===== src/rtl/sumador_pkg.sv =====
// Shared types, limits and the 1-bit reference model for the ripple adder.
// The optional signed-overflow output is controlled by SUMADOR_OVF_EN.
package sumador_pkg;

   localparam int SUMADOR_MAX_WIDTH = 64;

   typedef struct packed {
      logic s;
      logic c;
   } fa_out_t;

   function automatic fa_out_t fa_ref(input logic a, input logic b, input logic c);
      fa_out_t r;
      r.s = a ^ b ^ c;
      r.c = (a & b) | (c & (a ^ b));
      return r;
   endfunction

endpackage


===== src/rtl/sumador_completo_fa_cell.sv =====
// 1-bit combinational full-adder cell, one link of the ripple carry chain.
// Built the same way whether or not SUMADOR_OVF_EN is defined.
module fa_cell
   import sumador_pkg::*;
(
   input  logic a,
   input  logic b,
   input  logic ci,
   output logic s,
   output logic co
);

   fa_out_t r;
   logic    p;

   assign p   = a ^ b;
   assign r.s = p ^ ci;
   assign r.c = (a & b) | (ci & p);

   assign s  = r.s;
   assign co = r.c;

endmodule


===== src/rtl/sumador_completo.sv =====
// WIDTH-bit ripple-carry full adder with registered sum/cout/out_valid.
// Defining SUMADOR_OVF_EN adds a registered two's-complement overflow output ovf.
module sumador_completo
   import sumador_pkg::*;
#(
   parameter int WIDTH = 1
) (
   input  logic             clk,
   input  logic             rst,
   input  logic             in_valid,
   input  logic [WIDTH-1:0] a,
   input  logic [WIDTH-1:0] b,
   input  logic             cin,
   output logic [WIDTH-1:0] sum,
   output logic             cout,
`ifdef SUMADOR_OVF_EN
   output logic             ovf,
`endif
   output logic             out_valid
);

   if (WIDTH < 1 || WIDTH > SUMADOR_MAX_WIDTH) begin : g_bad_width
      $error("sumador_completo: WIDTH out of range");
   end

   logic [WIDTH:0]   c;
   logic [WIDTH-1:0] s;

   assign c[0] = cin;

   for (genvar i = 0; i < WIDTH; i++) begin : g_cell
      fa_cell u_fa (
         .a  (a[i]),
         .b  (b[i]),
         .ci (c[i]),
         .s  (s[i]),
         .co (c[i+1])
      );
   end

   // Results only move on a valid edge; otherwise the last result is held.
   always_ff @(posedge clk or posedge rst) begin
      if (rst) begin
         sum       <= '0;
         cout      <= 1'b0;
         out_valid <= 1'b0;
      end else begin
         out_valid <= in_valid;
         if (in_valid) begin
            sum  <= s;
            cout <= c[WIDTH];
         end
      end
   end

`ifdef SUMADOR_OVF_EN
   // Signed overflow: carry into the MSB differs from carry out of it.
   always_ff @(posedge clk or posedge rst) begin
      if (rst) begin
         ovf <= 1'b0;
      end else if (in_valid) begin
         ovf <= c[WIDTH] ^ c[WIDTH-1];
      end
   end
`endif

endmodule


===== config.mk =====
export PLATFORM = sky130hd
export DESIGN_NAME = sumador_completo
export DESIGN_NICKNAME = d
export VERILOG_FILES = /design/src/rtl/sumador_pkg.sv /design/src/rtl/sumador_completo_fa_cell.sv /design/src/rtl/sumador_completo.sv
export SDC_FILE = /design/constraint.sdc
export NUM_CORES = 1
export LEC_CHECK = 0
export CAP_MARGIN = 30
export CORE_AREA = 5 5 42 44
export CTS_CLUSTER_DIAMETER = 120
export DETAILED_ROUTE_END_ITERATION = 8
export DIE_AREA = 0 0 47 49
export MAX_ROUTING_LAYER = met4
export PLACE_DENSITY_LB_ADDON = 0.2
export SYNTH_ARGS = -nofsm -noshare
export SYNTH_HDL_FRONTEND = slang
export SYNTH_HIERARCHICAL = 1
export SYNTH_SLANG_ARGS = --single-unit
export TNS_END_PERCENT = 30

===== constraint.sdc =====
create_clock -name clk -period 1.9 [get_ports clk]
set_clock_uncertainty 0.05 [all_clocks]
set_input_delay 0.57 -clock clk [delete_from_list [all_inputs] [get_ports clk]]
set_output_delay 0.57 -clock clk [all_outputs]
set_load 0.005 [all_outputs]

Word-level counts from Yosys, hierarchy flattened
Index checks and enable logic that the tools add are counted. Widths: inputs -> output; s select.

$add $sub $neg: 0. Multipliers: 0. Div/mod/pow operators: 0. Magnitude comparators: 0. Eq/ne operators: 0. Shifts and indexed selects: 0. Muxes and demuxes: 0. Bitwise logic cells: 5. Reduce and logical (&&, ||, !) cells: 0.

Operator list (number): $and 1x1->1 (2); $xor 1x1->1 (2); $or 1x1->1 (1).

Register bits: 3. Bits in latches: 0. RAM bits: 0. Bits in read-only memories: 0. Memories: 0.

Logic depth before layout (Yosys ltp)
Word-level depth: 3. Gate-level depth with buffers: 2. Gate-level depth less buffers: 2.

By module
The synthesis kept the hierarchy.

Modules (own cells, without submodules): sumador_completo (instances 1, cells each 6, area an instance 101.3 µm², seq. area each 75.1 µm²); fa_cell (instances 1, cells each 1, area an instance 20.0 µm², seq. area each 0.0 µm²).

Worst setup path after synthesis
Ideal clock, no wire load.

Path kind: input port to flip-flop. Start: input a. End: register sum. Setup time: 125 ps. Arrival: 1271 ps. Data required time: 1725 ps. Path slack: 454 ps. Stages on the path: 2. Cells stage by stage: fa_1 -> mux2_2.

Cells in the longest elaborated chain, start to end: 2.

Ends and longest elaborated chain: start, declared (line sumador_completo.sv:11) `input logic [WIDTH-1:0] a,`; $xor 1x1->1 (line sumador_completo_fa_cell.sv:16) `assign p = a ^ b;`; $xor 1x1->1 (line sumador_completo_fa_cell.sv:17) `assign r.s = p ^ ci;`; end signal, assigned (line sumador_completo.sv:50) `sum <= s;`; end, declared (line sumador_completo.sv:14) `output logic [WIDTH-1:0] sum,`.

No other way between the ends. A chain may end at the register's enable or synchronous reset.

Final worst setup path
Start: register cout. End: output cout.

RTL lines: start, declared (line sumador_completo.sv:15) `output logic cout,`; start signal, assigned (line sumador_completo.sv:51) `cout <= c[WIDTH];`.

No word-level cell between the ends.

==> impl_results.md <==
- GRT Residual Overflow: 0
- Worst slew pin tran: 0.138 ns
- FILL cells: roughly 160
- Worst vdd ir: 0.000364 V
- Pre-CTS WS: -0.00830 ns
- Largest net degree at the start of global routing: 4
- Max stage delay on crit path: 0.50 ns
- Detailed Routing Iterations Pass 1: 2
- WS Path Type: flop to output pin
- Final Setup Violations: 0
- Largest delay contributor family on the critical path: buffers and inverters
- RSZ-0062 raised after global routing: no
- Clk sink count: 3
- Dpl cell area: ~220 um^2
- Dpl cells: 31
- Die area: ~0.0023 mm^2
- Critical-path cell list: clkdlybuf4s50_1
- Vias in the first global route: 98
- Hold Fails Final Rpt: 0
- # DRC: 0
- Final non-filler cell area: between 200 and 250 um^2
- Syn_nets: 14
- Relative slew slack: 0.907
- Core Area: around 0.0014 mm^2
- Final-report max-slew violation count: 0
- Number of buffers and inverters on the critical path: 1
- Crit path required time: 1.28 ns
- 1st-iter DRT viols: 2
- PortBufs: 8
- Clock-pin slew on the worst setup and hold paths: around 0.04 ns
- Starting Density: 0.0866
- Hold Path Class: input port to async pin
- Via count: roughly 100
- CP startpoint kind: flop
- Avg Inst Size Synth: 17.3 um^2
- Clock Latency Late Sink: between 0.2 and 0.25 ns
- Max clock buf depth: 2
- Critical path peak fanout: 2
- DIE HEIGHT: between 40 and 50 um
- Final Instance Count excl. Fillers: 35
- Antenna Nets Post-Route: 0
- Initial antenna violation count: 0
- Fmax: between 500 and 600 MHz
- Fraction of layout instances using a drive strength above 1: 0.263
- Final WL: roughly 270 um
- Leakage: around 0.10 nW
- First-pass GRT wire length: ~480 um
- Synth warn: 6
- Num rows: 14
- Synth cell types: 4
- Routability congestion estimate: about 0.61
- Final period util: 0.891
- Total of cells resized after clock tree synthesis: 0
- Post-layout net count: 27
- Root buf cell: clkbuf_4
- H-tree levels: 1
- Tmin final: 1.69 ns
- Area grow syn2layout: 104%
- # Max-Cap Violations: 0
- GRT Util Overall: 0.0392
- Crit path arrival time: 1.07 ns
- # IOs: 9
- WL/cell: 7.80 um
- Register area share after synthesis: 0.619
- Slowest stage cell, crit path: clkdlybuf4s50_1
- Hold_ws: 0.451 ns
- CP Capture Type: output pin
- Post-CTS Hold Buffers: 0
- Cell count after synthesis: 7
- Postcts setup bufs: 0
- Pwr/cell area: approximately 920 mW/mm^2
- Total Power: about 230 uW
- TritonCTS clock tree: yes
- Die width: ~47 um
- TritonCTS buffer count: 3
- Final WS setup: ~0.21 ns
- Status: completed
- Number of synthesized register bits: 3
- Synthesized area: between 100 and 150 um^2
- Diode count: 0
- Via/cell ratio: 2.94
-- per-layer routing --
| layer | GRT usage | up-vias | wire [um] |
|---|---|---|---|
| met3 | 0.0554 | 2 | 37 |
| met5 | - | - | 0 |
| li1 | - | 48 | - |
| met1 | 0.0379 | 47 | 118 |
| met2 | 0.0294 | 6 | 112 |
| met4 | 0.0415 | 0 | 4 |
-- kinds of logic (layout without fill, tap and decap cells) --
logic type,after synthesis,after routing,synth area share
adder cells (fa/ha/maj),1,1,0.165
flip-flops,3,3,0.619
multiplexers,2,2,0.186
buffers and inverters,1,13,0.0309
-- sequential cells by signal (all words and copies together) (netlist names) --
name and count:
cout 1, out_valid 1, sum 1
-- report_power, final --
group,leakage (nW),total (mW),switching [mW],internal (mW)
Combinational,0.0518,0.0392,0.0101,0.0291
Clock,0.0150,0.113,0.0337,0.0788
Sequential,0.0350,0.0758,0.00356,0.0723
Total,0.102,0.228,0.0474,0.180
-- layout make-up --
type / instances / area [um^2] / area share
inverters: 1 / 3.75 / 0.0152
multi-input cells: 3 / 42.5 / 0.172
flip-flops and latches: 3 / 75.1 / 0.303
well taps: 16 / 20.0 / 0.0808
repair buffers: 8 / 80.1 / 0.323
clock buffers: 4 / 26.3 / 0.106
-- cell usage after synthesis --
library cell	count	area [um^2]
dfrtp_1	3	75.1
fa_1	1	20.0
inv_1	1	3.75
mux2_2	2	22.5
-- path summary, 6_finish.rpt --
kind                                        to  slack (ns)             start  depth (start not counted)
max                                       cout        0.21  cout$_DFFE_PP0P_                          1
min                           cout$_DFFE_PP0P_        0.45               rst                          2
max reg2reg                   cout$_DFFE_PP0P_        1.11  cout$_DFFE_PP0P_                          1
min reg2reg                    sum$_DFFE_PP0P_        0.46   sum$_DFFE_PP0P_                          1
max in group asynchronous  out_valid$_DFF_PP0_        1.21               rst                          2
min in group clk               sum$_DFFE_PP0P_        0.46   sum$_DFFE_PP0P_                          1
-- placed cells by master, fill, tap and decap left out --
cell type,instances
clkbuf_1,1
fa_1,1
inv_1,1
dfrtp_1,3
clkdlybuf4s50_1,8
mux2_2,2
clkbuf_4,3
-- stage by stage --
step           TNS (ns)  utilization
6_report              0        0.177
3_3_place_gp    -0.0160        0.158
4_1_cts               0        0.177
3_5_place_dp   -0.00830        0.158
2_1_floorplan         0            -
5_1_grt               0        0.177
Note: power is estimated with default switching activity, not from simulation.
